--- src/rtl/rally_referee.sv ---
// rtl/rally_referee.sv - rally rules: touch counting, over-touch fault, side-out scoring
module rally_referee #(
    parameter int MAX_TOUCH  = 3,
    parameter int WIN_SCORE  = 15,
    parameter int NET_X      = 512,
    parameter int BALL_SIZE  = 64,
    parameter int HOLD_TICKS = 250
) (
    input  logic        clk,
    input  logic        rst,
    input  logic        tick,
    input  logic        pl1_col,
    input  logic        pl2_col,
    input  logic        gnd_col,
    input  logic [11:0] ball_posx,
    output logic        ovr_touch,
    output logic [3:0]  pl1_score,
    output logic [3:0]  pl2_score,
    output logic        serve_side,
    output logic        point_pulse,
    output logic        rally_winner,
    output logic        game_over,
    output logic        winner
);

    typedef enum logic [1:0] {S_SERVE, S_RALLY, S_POINT, S_GAME_OVER} state_t;

    state_t      state_q, state_d;
    logic [2:0]  touch_cnt_q, touch_cnt_d;
    logic        touch_owner_q, touch_owner_d;
    logic [7:0]  hold_cnt_q, hold_cnt_d;
    logic [1:0]  col_prev_q, col_prev_d;
    logic        ovr_touch_q, ovr_touch_d;
    logic [3:0]  pl1_score_q, pl1_score_d;
    logic [3:0]  pl2_score_q, pl2_score_d;
    logic        serve_side_q, serve_side_d;
    logic        point_pulse_q, point_pulse_d;
    logic        rally_winner_q, rally_winner_d;
    logic        game_over_q, game_over_d;
    logic        winner_q, winner_d;

    logic [12:0] centre;
    logic        centre_right;
    logic        rise1, rise2, touch_any, toucher;

    // Centre is widened to 13 bits so a ball near the right edge never wraps left.
    assign centre       = {1'b0, ball_posx} + 13'(BALL_SIZE / 2);
    assign centre_right = (centre >= 13'(NET_X));
    assign rise1        = pl1_col & ~col_prev_q[0];
    assign rise2        = pl2_col & ~col_prev_q[1];
    assign touch_any    = rise1 | rise2;
    assign toucher      = (rise1 & rise2) ? centre_right : rise2;

    logic       resolve;
    logic       rw;
    logic [2:0] next_cnt;
    logic [3:0] new_score;

    always_comb begin
        state_d        = state_q;
        touch_cnt_d    = touch_cnt_q;
        touch_owner_d  = touch_owner_q;
        hold_cnt_d     = hold_cnt_q;
        col_prev_d     = col_prev_q;
        ovr_touch_d    = ovr_touch_q;
        pl1_score_d    = pl1_score_q;
        pl2_score_d    = pl2_score_q;
        serve_side_d   = serve_side_q;
        point_pulse_d  = 1'b0;
        rally_winner_d = rally_winner_q;
        game_over_d    = game_over_q;
        winner_d       = winner_q;
        resolve        = 1'b0;
        rw             = 1'b0;
        next_cnt       = touch_cnt_q + 3'd1;
        new_score      = 4'd0;

        if (tick) begin
            col_prev_d = {pl2_col, pl1_col};
            case (state_q)
                S_SERVE: begin
                    if (touch_any) begin
                        state_d       = S_RALLY;
                        touch_owner_d = toucher;
                        touch_cnt_d   = 3'd1;
                    end
                end
                S_RALLY: begin
                    // Ground contact outranks any touch on the same tick.
                    if (gnd_col) begin
                        resolve = 1'b1;
                        rw      = ~centre_right;
                    end else if (touch_any) begin
                        if (toucher == touch_owner_q) begin
                            touch_cnt_d = next_cnt;
                            if (next_cnt == 3'(MAX_TOUCH + 1)) begin
                                ovr_touch_d = 1'b1;
                                resolve     = 1'b1;
                                rw          = ~touch_owner_q;
                            end
                        end else begin
                            touch_owner_d = toucher;
                            touch_cnt_d   = 3'd1;
                        end
                    end
                end
                S_POINT: begin
                    hold_cnt_d = hold_cnt_q + 8'd1;
                    if (hold_cnt_q == 8'(HOLD_TICKS - 1)) begin
                        state_d     = S_SERVE;
                        ovr_touch_d = 1'b0;
                        touch_cnt_d = 3'd0;
                        hold_cnt_d  = 8'd0;
                    end
                end
                default: ;
            endcase

            if (resolve) begin
                rally_winner_d = rw;
                point_pulse_d  = 1'b1;
                state_d        = S_POINT;
                hold_cnt_d     = 8'd0;
                // Side-out: only the serving side can score; otherwise serve changes hands.
                if (rw == serve_side_q) begin
                    new_score = rw ? pl2_score_q : pl1_score_q;
                    if (new_score != 4'(WIN_SCORE))
                        new_score = new_score + 4'd1;
                    if (rw)
                        pl2_score_d = new_score;
                    else
                        pl1_score_d = new_score;
                    if (new_score == 4'(WIN_SCORE)) begin
                        state_d     = S_GAME_OVER;
                        game_over_d = 1'b1;
                        winner_d    = rw;
                    end
                end else begin
                    serve_side_d = rw;
                end
            end
        end
    end

    always_ff @(posedge clk) begin
        if (rst) begin
            state_q        <= S_SERVE;
            touch_cnt_q    <= 3'd0;
            touch_owner_q  <= 1'b0;
            hold_cnt_q     <= 8'd0;
            col_prev_q     <= 2'b00;
            ovr_touch_q    <= 1'b0;
            pl1_score_q    <= 4'd0;
            pl2_score_q    <= 4'd0;
            serve_side_q   <= 1'b0;
            point_pulse_q  <= 1'b0;
            rally_winner_q <= 1'b0;
            game_over_q    <= 1'b0;
            winner_q       <= 1'b0;
        end else begin
            state_q        <= state_d;
            touch_cnt_q    <= touch_cnt_d;
            touch_owner_q  <= touch_owner_d;
            hold_cnt_q     <= hold_cnt_d;
            col_prev_q     <= col_prev_d;
            ovr_touch_q    <= ovr_touch_d;
            pl1_score_q    <= pl1_score_d;
            pl2_score_q    <= pl2_score_d;
            serve_side_q   <= serve_side_d;
            point_pulse_q  <= point_pulse_d;
            rally_winner_q <= rally_winner_d;
            game_over_q    <= game_over_d;
            winner_q       <= winner_d;
        end
    end

    assign ovr_touch    = ovr_touch_q;
    assign pl1_score    = pl1_score_q;
    assign pl2_score    = pl2_score_q;
    assign serve_side   = serve_side_q;
    assign point_pulse  = point_pulse_q;
    assign rally_winner = rally_winner_q;
    assign game_over    = game_over_q;
    assign winner       = winner_q;

endmodule

--- config.mk ---
export PLATFORM = sky130hd
export DESIGN_NAME = rally_referee
export DESIGN_NICKNAME = d
export VERILOG_FILES = /design/src/rtl/rally_referee.sv
export SDC_FILE = /design/constraint.sdc
export NUM_CORES = 1
export LEC_CHECK = 0
export ABC_AREA = 1
export CAP_MARGIN = 20
export CORE_MARGIN = 1.5
export CORE_UTILIZATION = 40
export DETAILED_ROUTE_END_ITERATION = 12
export HOLD_SLACK_MARGIN = 0.15
export PLACE_DENSITY_LB_ADDON = 0.2
export SLEW_MARGIN = 20
export SYNTH_ARGS = -nofsm -noshare
export SYNTH_HDL_FRONTEND = slang
export SYNTH_SLANG_ARGS = --single-unit
--- constraint.sdc ---
create_clock -name clk -period 6.3 [get_ports clk]
set_input_delay 0.63 -clock clk [delete_from_list [all_inputs] [get_ports clk]]
set_output_delay 0.63 -clock clk [all_outputs]
set_load 0.005 [all_outputs]
==> results of run 1 <==
## worst register-to-register path, cell delays in order (launching register included)
cell	delay, ns
dfxtp_1	0.36
ha_1	0.18
xor2_1	0.19
nand3_1	0.14
nor2_2	0.15
nand3_4	0.17
nand2_8	0.14
nand2_1	0.07
nand2_1	0.10
inv_1	0.07
ha_1	0.25
nand3_1	0.13
nor2_1	0.06
nand2_1	0.06
nand2_1	0.10
nor2_4	0.13
nand3_2	0.09
nand2_1	0.07
inv_1	0.04
nor2_2	0.08
## area by class of cell
type / count / area (um2) / area share
Multi-Input combinational cell: 188 / 1060 / 0.465
Sequential cell: 30 / 601 / 0.264
Timing Repair Buffer: 26 / 260 / 0.114
Inverter: 53 / 199 / 0.0875
Clock buffer: 7 / 86.3 / 0.0380
Tap cell: 52 / 65.1 / 0.0286
Clock inverter: 1 / 5.00 / 0.00220
## state kept, by name, indices dropped and copies added, names as in the netlist
name           count
serve_side         1
pl1_score          4
rally_winner       1
col_prev_q         2
ovr_touch          1
touch_owner_q      1
winner             1
pl2_score          4
game_over          1
touch_cnt_q        3
state_q            2
hold_cnt_q         8
point_pulse        1
## stage by stage
| step | total power [W] | cell area (um2) | util | worst slack (ns) | hold WS (ns) |
|---|---|---|---|---|---|
| 2_1_floorplan | 0.000253 | 1870 | - | 3.73 | 0.447 |
| 3_3_place_gp | 0.000275 | 2180 | 0.494 | 2.94 | 0.445 |
| 3_5_place_dp | 0.000276 | 2180 | 0.494 | 2.91 | 0.444 |
| 4_1_cts | 0.000436 | 2270 | 0.515 | 3.20 | 0.453 |
| 5_1_grt | 0.000455 | 2270 | 0.515 | 2.90 | 0.468 |
| 6_report | 0.000430 | 2270 | 0.515 | 3.22 | 0.449 |
## cell usage in the layout, fill, tap and decap left out, drive strengths merged
cell           Yosys  routed
a211oi             5       5
nand3b             2       2
nor3b              2       2
nor4               1       1
inv               53      53
clkdlybuf4s50      0      26
nand4              1       1
nand3             24      24
o21bai             1       1
a21oi             19      19
ha                10      10
xor2               4       4
clkbuf             1       7
o21ai             13      13
clkinv             0       1
or2                2       2
nand2             65      65
nor3               4       4
o211ai             3       3
dfxtp             30      30
a31oi              1       1
nor2              31      31
## power by group
part / leakage [nW] / switching, W / internal, W / total (W)
sequential: 0.243 / 0.00000487 / 0.000197 / 0.000201
clock: 0.0482 / 0.0000701 / 0.0000879 / 0.000158
combinational: 0.686 / 0.0000417 / 0.0000284 / 0.0000701
## logic make-up (layout without fill, tap and decap cells)
| logic type | Yosys count | count (layout) | synth area share |
|---|---|---|---|
| xor+xnor | 4 | 4 | 0.0188 |
| fa+ha+maj | 10 | 10 | 0.0671 |
| buf+inv | 55 | 87 | 0.111 |
| compound gates | 42 | 42 | 0.127 |
| simple gates | 132 | 132 | 0.353 |
| flops | 30 | 30 | 0.322 |
## routing by layer
metal | vias up | GRT usage | routed length, um
met5 | - | 0 | 0
met4 | 0 | 0.0566 | 15
met3 | 2 | 0.0338 | 150
met2 | 33 | 0.281 | 1860
met1 | 781 | 0.219 | 1860
li1 | 922 | - | -
## path summary, 6_finish.rpt
path / startpoint / end / depth (start not counted)
min reg2reg: game_over$_SDFFE_PP0P_ / game_over$_SDFFE_PP0P_ / 2
max: ball_posx[5] / winner$_SDFFE_PP0P_ / 23
min: game_over$_SDFFE_PP0P_ / game_over$_SDFFE_PP0P_ / 2
max reg2reg: touch_cnt_q[0]$_SDFFE_PP0P_ / winner$_SDFFE_PP0P_ / 19
==> impl_metrics.json, run 1 <==
{
  "outcome": "complete, no violations",
  "drive_above_1_share": 0.111,
  "dp_hpwl_um": 2950,
  "diodes": 0,
  "synth_cell_types": 30,
  "crit_path_max_incr_delay_ns": 0.48,
  "synthTopCellsByCount": "nand2_1 (53), inv_1 (51), dfxtp_1 (30)",
  "clock_latency_ns": 0.28,
  "required_ns": 6.52,
  "fin_tns_setup_ns": 0,
  "path_buf_inv": 4,
  "drcViolationCount": 0,
  "place.gp.congestion": 0.798,
  "grt_pass1_wl_um": 6960,
  "syn_nets": 301,
  "final_cells": 357,
  "slew_violations": 0,
  "skew_ns": 0.00493,
  "htree_num_levels": 2,
  "drt.antenna.violating_nets": 0,
  "relSlewSlack": 0.600,
  "finalCritPeriodShare": 0.490,
  "drtIter0Drc": 64,
  "drt-wirelength-per-cell_um": 10.9,
  "fin_nets": 332,
  "endpoint_kind": "flip-flop",
  "grt_pass1_vias": 1613,
  "yosysMostFrequentCell": "nand2_1",
  "worstPathCellList": "clkdlybuf4s50_1 -> ha_1 -> inv_1 -> nor2_1 -> nand2_1 -> nand2_1 -> nand3_2 -> nand2_2 -> nand3_4 -> nand2_8 -> nand2_1 -> nand2_1 -> inv_1 -> ha_1 -> nand3_1 -> nor2_1 -> nand2_1 -> nand2_1 -> nor2_4 -> nand3_2 -> nand2_1 -> inv_1 -> nor2_2",
  "slowest_stage": "clkdlybuf4s50_1",
  "synth_area_per_cell_um2": 6.83,
  "finalSetupViolCount": 0,
  "wirelength_um": 3890,
  "synth_edf_count": 0,
  "worst_pin_slew_ns": 0.599,
  "seq_area_frac_synth": 0.322,
  "num_rows": 24,
  "vias_per_cell": 4.87,
  "synth_seq_cells": 30,
  "first_pass_iters": 4,
  "yosysTopAreaCell": "dfxtp_1",
  "clkTransAtPathRegs_ns": 0.06,
  "grt_max_degree": 16,
  "syn_to_final_growth_pct": 21.9,
  "critPathLaunchType": "input pin",
  "clkSinkCount": 30,
  "cts_setup_buffers": 0,
  "cpLargestDelayFamily": "simple AND/OR/NAND/NOR gates",
  "dp_cells": 349,
  "syn_inst": 273,
  "leakage_nw": 0.977,
  "die_x_um": 71.3,
  "drv_cap": 0,
  "clock_path_buffers": 2,
  "dieArea_um2": 5080,
  "postCtsHoldBufs": 0,
  "synth_area_leaders": "dfxtp_1 (32%), nand2_1 (11%), inv_1 (10%)",
  "antenna_found_initial": 0,
  "rsz0062_at_grt": "no",
  "cts_tree": "done",
  "vias": 1738,
  "hp-class": "reg2reg",
  "synth_top_area_frac": 0.322,
  "start_util": 0.423,
  "overflow": 0,
  "coreArea_um2": 4410,
  "crit_arrival_ns": 3.30,
  "synth_area_um2": 1870,
  "cts_buffers": 5,
  "root_buffer": "clkbuf_8",
  "async_reset_ff_frac": 0,
  "cpMostUsedCell": "nand2_1",
  "n_fill_cell": 443,
  "hold_viol": 0,
  "portBuffers": 26,
  "reg2reg_setup_slack_ns": 3.66,
  "vdd_drop_max_mv": 0.116,
  "die_y_um": 71.3,
  "fmax_mhz": 324,
  "cts_resized": 0,
  "crit_fanout": 10,
  "synth_warnings": 0,
  "min_period_ns": 3.08,
  "io_pins": 32,
  "grt_use_total": 0.169,
  "p_per_area_nw_per_um2": 189,
  "synth_flop_cell": "dfxtp_1",
  "critPathKind": "in2reg"
}
(Power assumes the default switching activity.)
==> run 2, diff against run 1 <==
- clock period: 6.3 -> 3.2 ns (I/O delays scaled with it)
==> run 2 against run 1 <==
Net effect:
- register-to-register slack lost 3.0 ns
- global-route usage shrank 0.18 points
- critical path depth is the same
- clock power grew 130%
- via count shrank 0.81%
- first-iteration DRC count grew 20%
- largest cell class unchanged
- largest power group unchanged
==> impl_metrics.json, run 2 (synthesis results as in run 1) <==
{
  "dp_cells": 352,
  "grt_pass1_wl_um": 6820,
  "vias": 1724,
  "cpLargestDelayFamily": "simple AND/OR/NAND/NOR gates",
  "diodes": 0,
  "largest_register_ffs": 8,
  "dp_hpwl_um": 2930,
  "seq_area_um2": 601,
  "post-place-ws_ns": 0.152,
  "required_ns": 3.42,
  "worstPathCellList": "clkdlybuf4s50_1 -> ha_1 -> inv_1 -> nor2_1 -> nand2_1 -> nand2_1 -> nand3_2 -> nand2_2 -> nand3_4 -> nand2_8 -> nand2_1 -> nand2_1 -> inv_1 -> ha_1 -> nand3_1 -> nor2_1 -> nand2_1 -> nand2_2 -> nor2_4 -> nand3_2 -> nand2_1 -> inv_1 -> nor2_2",
  "crit_path_max_incr_delay_ns": 0.48,
  "hold_viol": 0,
  "clkTransAtPathRegs_ns": 0.06,
  "skew_ns": 0.00358,
  "p_per_area_nw_per_um2": 387,
  "vdd_drop_max_mv": 0.278,
  "clock_path_buffers": 2,
  "path_buf_inv": 4,
  "crit_arrival_ns": 2.96,
  "finalCritPeriodShare": 0.855,
  "die_x_um": 71.3,
  "postCtsHoldBufs": 0,
  "final_common_cell": "nand2_1",
  "grt_max_degree": 16,
  "overflow": 0,
  "worst_pin_slew_ns": 0.390,
  "portBuffers": 26,
  "relSlewSlack": 0.737,
  "drive_above_1_share": 0.123,
  "placed_area_um2": 2200,
  "mostFrequentLayoutCells": "nand2_1 (53), inv_1 (51), dfxtp_1 (30)",
  "num_rows": 24,
  "finalSetupViolCount": 0,
  "crit_fanout": 10,
  "setup_ws_ns": 0.463,
  "slowest_stage": "clkdlybuf4s50_1",
  "critPathLaunchType": "input pin",
  "io_pins": 32,
  "leakage_nw": 1.00,
  "vias_per_cell": 4.79,
  "cts_tree": "done",
  "drtIter0Drc": 77,
  "wirelength_um": 3830,
  "clkSinkCount": 30,
  "syn_to_final_growth_pct": 24.1,
  "outcome": "complete, no violations",
  "rsz0062_at_grt": "no",
  "place.gp.congestion": 0.813,
  "hp-class": "reg2reg",
  "drt-wirelength-per-cell_um": 10.6,
  "cts_buffers": 5,
  "multiInputGateArea_um2": 1060,
  "grt_pass1_vias": 1616,
  "first_pass_iters": 4,
  "start_util": 0.423,
  "grt_use_total": 0.167,
  "design_area_um2": 2310,
  "drv_cap": 0,
  "fmax_mhz": 365,
  "cpMostUsedCell": "nand2_1",
  "clock_latency_ns": 0.28,
  "fin_nets": 335,
  "final_cells": 360,
  "fin_tns_setup_ns": 0,
  "endpoint_kind": "flip-flop",
  "min_period_ns": 2.74,
  "coreArea_um2": 4410,
  "slew_violations": 0,
  "critPathKind": "in2reg",
  "n_fill_cell": 438,
  "dieArea_um2": 5080,
  "cts_setup_buffers": 0,
  "regMostFlops": "hold_cnt_q",
  "drcViolationCount": 0,
  "cts_resized": 0,
  "antenna_found_initial": 0,
  "htree_num_levels": 2,
  "die_y_um": 71.3,
  "reg2reg_setup_slack_ns": 0.63,
  "root_buffer": "clkbuf_8",
  "drt.antenna.violating_nets": 0
}
run 2: changes by cell type in the layout (fill, tap and decap cells not counted):
cell | before | now
buf_4 | 0 | 3
clkbuf_8 | 6 | 8
clkbuf_1 | 1 | 0
clkinv_2 | 1 | 0
run 2: cell type report:
type	instances	share of cell area
clock buffer	8	0.0476
sequential	30	0.259
timing repair buffer	29	0.122
tap	52	0.0281
multi-input combinational	188	0.457
inverter	53	0.0859
run 2: per-stage QoR:
step / power, W / hold WS (ns) / utilization
finish: 0.000897 / 0.463 / 0.524
CTS: 0.000913 / 0.469 / 0.524
global route: 0.000944 / 0.487 / 0.524
detailed placement: 0.000544 / 0.460 / 0.499
floorplan: 0.000498 / 0.447 / -
global placement: 0.000544 / 0.447 / 0.499
run 2: path summary, 6_finish.rpt:
check	startpoint	to	cells after the start
worst max-delay path	ball_posx[5]	winner$_SDFFE_PP0P_	23
worst max register to register	touch_cnt_q[0]$_SDFFE_PP0P_	winner$_SDFFE_PP0P_	19
worst min-delay path	rally_winner$_SDFFE_PP0P_	rally_winner$_SDFFE_PP0P_	2
worst min register to register	rally_winner$_SDFFE_PP0P_	rally_winner$_SDFFE_PP0P_	2
run 2: tightest hold or removal path, delay by kind of cell, from the launching register on:
kind | cells | cell delay, ns
flip-flops | 1 | 0.31
AND/OR/NAND/NOR | 1 | 0.06
AO/OA/AOI/OAI | 1 | 0.05
run 2: metal layers:
metal / track usage / routed length (um) / vias up
met4: 0.0776 / 93 / 0
met3: 0.0394 / 111 / 9
met2: 0.269 / 1780 / 21
met5: 0 / 0 / -
met1: 0.212 / 1840 / 763
li1: - / - / 931
run 2: report_power, final:
part | total, W | switching [W] | internal, W
Clock | 0.000361 | 0.000144 | 0.000217
Sequential | 0.000397 | 0.00000972 | 0.000387
Combinational | 0.000139 | 0.0000820 | 0.0000574
Total | 0.000897 | 0.000236 | 0.000661
==> run 3, diff against run 2 <==
- REMOVE_ABC_BUFFERS: not set -> 1
==> run 3 against run 2 <==
Net effect:
- sequential share of layout area increased by 0.34 points
- total power fell by 4.0%
- die area stayed put
- combinational power is essentially flat
- sequential cell count did not move
- cell area is 1.3% lower
- critical endpoint unchanged
- largest power group unchanged
- fmax is essentially flat
- setup slack gained 0.00081 ns
- clock-buffer cell count fell by 2
==> impl_metrics.json, run 3 (synthesis results as in run 1) <==
{
  "post-place-ws_ns": 0.155,
  "cts_tree": "done",
  "min_period_ns": 2.74,
  "pwr-share-comb": 0.160,
  "clockPowerShare": 0.379,
  "finalSetupViolCount": 0,
  "root_buffer": "clkbuf_8",
  "outcome": "complete, no violations",
  "grt_max_degree": 16,
  "rsz0062_at_grt": "no",
  "hp-class": "reg2reg",
  "crit_arrival_ns": 2.96,
  "postCtsHoldBufs": 0,
  "slew_violations": 0,
  "first_pass_iters": 4,
  "clock_path_buffers": 2,
  "die_y_um": 71.3,
  "vdd_drop_max_mv": 0.192,
  "dieArea_um2": 5080,
  "p_seq_frac": 0.461,
  "final_common_cell": "nand2_1",
  "setup_ws_ns": 0.463,
  "hold_viol": 0,
  "largest_register_ffs": 8,
  "finalCritPeriodShare": 0.855,
  "num_rows": 24,
  "critPathLaunchType": "input pin",
  "dp_hpwl_um": 2930,
  "cp-endpoint": "winner$_SDFFE_PP0P_",
  "grt_pass1_wl_um": 7110,
  "diodes": 0,
  "r2r_cells": 19,
  "mostFrequentLayoutCells": "nand2_1 (53), inv_1 (51), dfxtp_1 (30)",
  "drv_cap": 0,
  "multiInputGateArea_um2": 1060,
  "required_ns": 3.43,
  "clkTransAtPathRegs_ns": 0.07,
  "leakage_nw": 0.981,
  "grt_use_total": 0.173,
  "p_sw_w": 0.000245,
  "drtIter0Drc": 81,
  "cts_buffers": 5,
  "worst_pin_slew_ns": 0.581,
  "start_util": 0.423,
  "vias": 1706,
  "vias_per_cell": 4.77,
  "p_per_area_nw_per_um2": 377,
  "seq_area_um2": 601,
  "place.gp.congestion": 0.830,
  "relSlewSlack": 0.611,
  "coreArea_um2": 4410,
  "cts_resized": 0,
  "portBuffers": 26,
  "worst_r2r_endpoint": "winner$_SDFFE_PP0P_",
  "skew_ns": 0.00539,
  "crit_path_start": "ball_posx[6]",
  "fmax_mhz": 365,
  "p_sw_frac": 0.285,
  "clock_latency_ns": 0.28,
  "crit_fanout": 10,
  "die_x_um": 71.3,
  "regMostFlops": "hold_cnt_q",
  "reg2reg_setup_slack_ns": 0.59,
  "htree_num_levels": 2,
  "endpoint_kind": "flip-flop",
  "fin_nets": 333,
  "critPathKind": "in2reg",
  "cts_setup_buffers": 0,
  "p_int_w": 0.000616,
  "drt-wirelength-per-cell_um": 10.7,
  "io_pins": 32,
  "n_fill_cell": 447,
  "wirelength_um": 3830,
  "grt_pass1_vias": 1641,
  "reg2reg_from": "state_q[1]$_SDFFE_PP0P_",
  "drcViolationCount": 0,
  "drive_above_1_share": 0.118,
  "p_total_w": 0.000861,
  "clkSinkCount": 30,
  "overflow": 0,
  "drt.antenna.violating_nets": 0,
  "antenna_found_initial": 0,
  "syn_to_final_growth_pct": 22.5,
  "fin_tns_setup_ns": 0
}
==> run 3: cell types whose count changed in the layout (fill, tap and decap cells not counted) <==
cell,delta
clkinvlp_4,+1
clkinv_2,+1
buf_4,-2
clkbuf_8,-2
==> run 3: final cells by class <==
class	instances	area share
Inverter	53	0.0871
Clock inverter	2	0.00548
Clock buffer	6	0.0361
Timing Repair Buffer	27	0.117
Sequential cell	30	0.263
Tap cell	52	0.0285
Multi-Input combinational cell	188	0.463
==> run 3: power by group through the flow <==
stage	Clock [W]	Combinational [W]	Sequential (W)
finish	0.000327	0.000137	0.000397
global route	0.000349	0.000159	0.000398
CTS	0.000337	0.000139	0.000397
floorplan	0	0.0000917	0.000403
detailed placement	0	0.000138	0.000405
global placement	0	0.000137	0.000404
==> run 3: per-stage QoR <==
stage               instance area [um2]  hold WS (ns)  std cells  utilization
floorplan                          1860         0.389        271            -
global placement                   2190         0.447        350        0.496
detailed placement                 2190         0.445        350        0.496
CTS                                2280         0.455        358        0.518
global route                       2280         0.512        358        0.518
finish                             2280         0.453        358        0.518
==> run 3: worst min-delay path by stage <==
stage | start | endpoint | slack, ns | cells past startpoint
2_1_floorplan | rst | game_over$_SDFFE_PP0P_ | 0.39 | 1
3_3_place_gp | game_over$_SDFFE_PP0P_ | game_over$_SDFFE_PP0P_ | 0.45 | 2
3_5_place_dp | game_over$_SDFFE_PP0P_ | game_over$_SDFFE_PP0P_ | 0.45 | 2
4_1_cts | game_over$_SDFFE_PP0P_ | game_over$_SDFFE_PP0P_ | 0.46 | 2
5_1_grt | rally_winner$_SDFFE_PP0P_ | rally_winner$_SDFFE_PP0P_ | 0.51 | 2
6_report | game_over$_SDFFE_PP0P_ | game_over$_SDFFE_PP0P_ | 0.45 | 2
==> run 3: worst max-delay path: stages <==
cell and delay (ns):
clkdlybuf4s50_1 0.48, ha_1 0.16, inv_1 0.04, nor2_1 0.09
nand2_1 0.06, nand2_1 0.10, nand3_2 0.10, nand2_2 0.11
nand3_4 0.15, nand2_8 0.13, nand2_1 0.06, nand2_1 0.10
inv_1 0.07, ha_1 0.24, nand3_1 0.13, nor2_1 0.06
nand2_1 0.07, nand2_2 0.08, nor2_4 0.14, nand3_2 0.08
nand2_1 0.06, inv_1 0.04, nor2_2 0.08
==> run 3: per-layer routing <==
metal / global-route usage / part of all wire / up-vias
met4: 0.0503 / 0.012 / 0
met3: 0.0422 / 0.041 / 5
met5: 0 / 0 / -
met1: 0.224 / 0.50 / 751
li1: - / - / 922
met2: 0.287 / 0.45 / 28
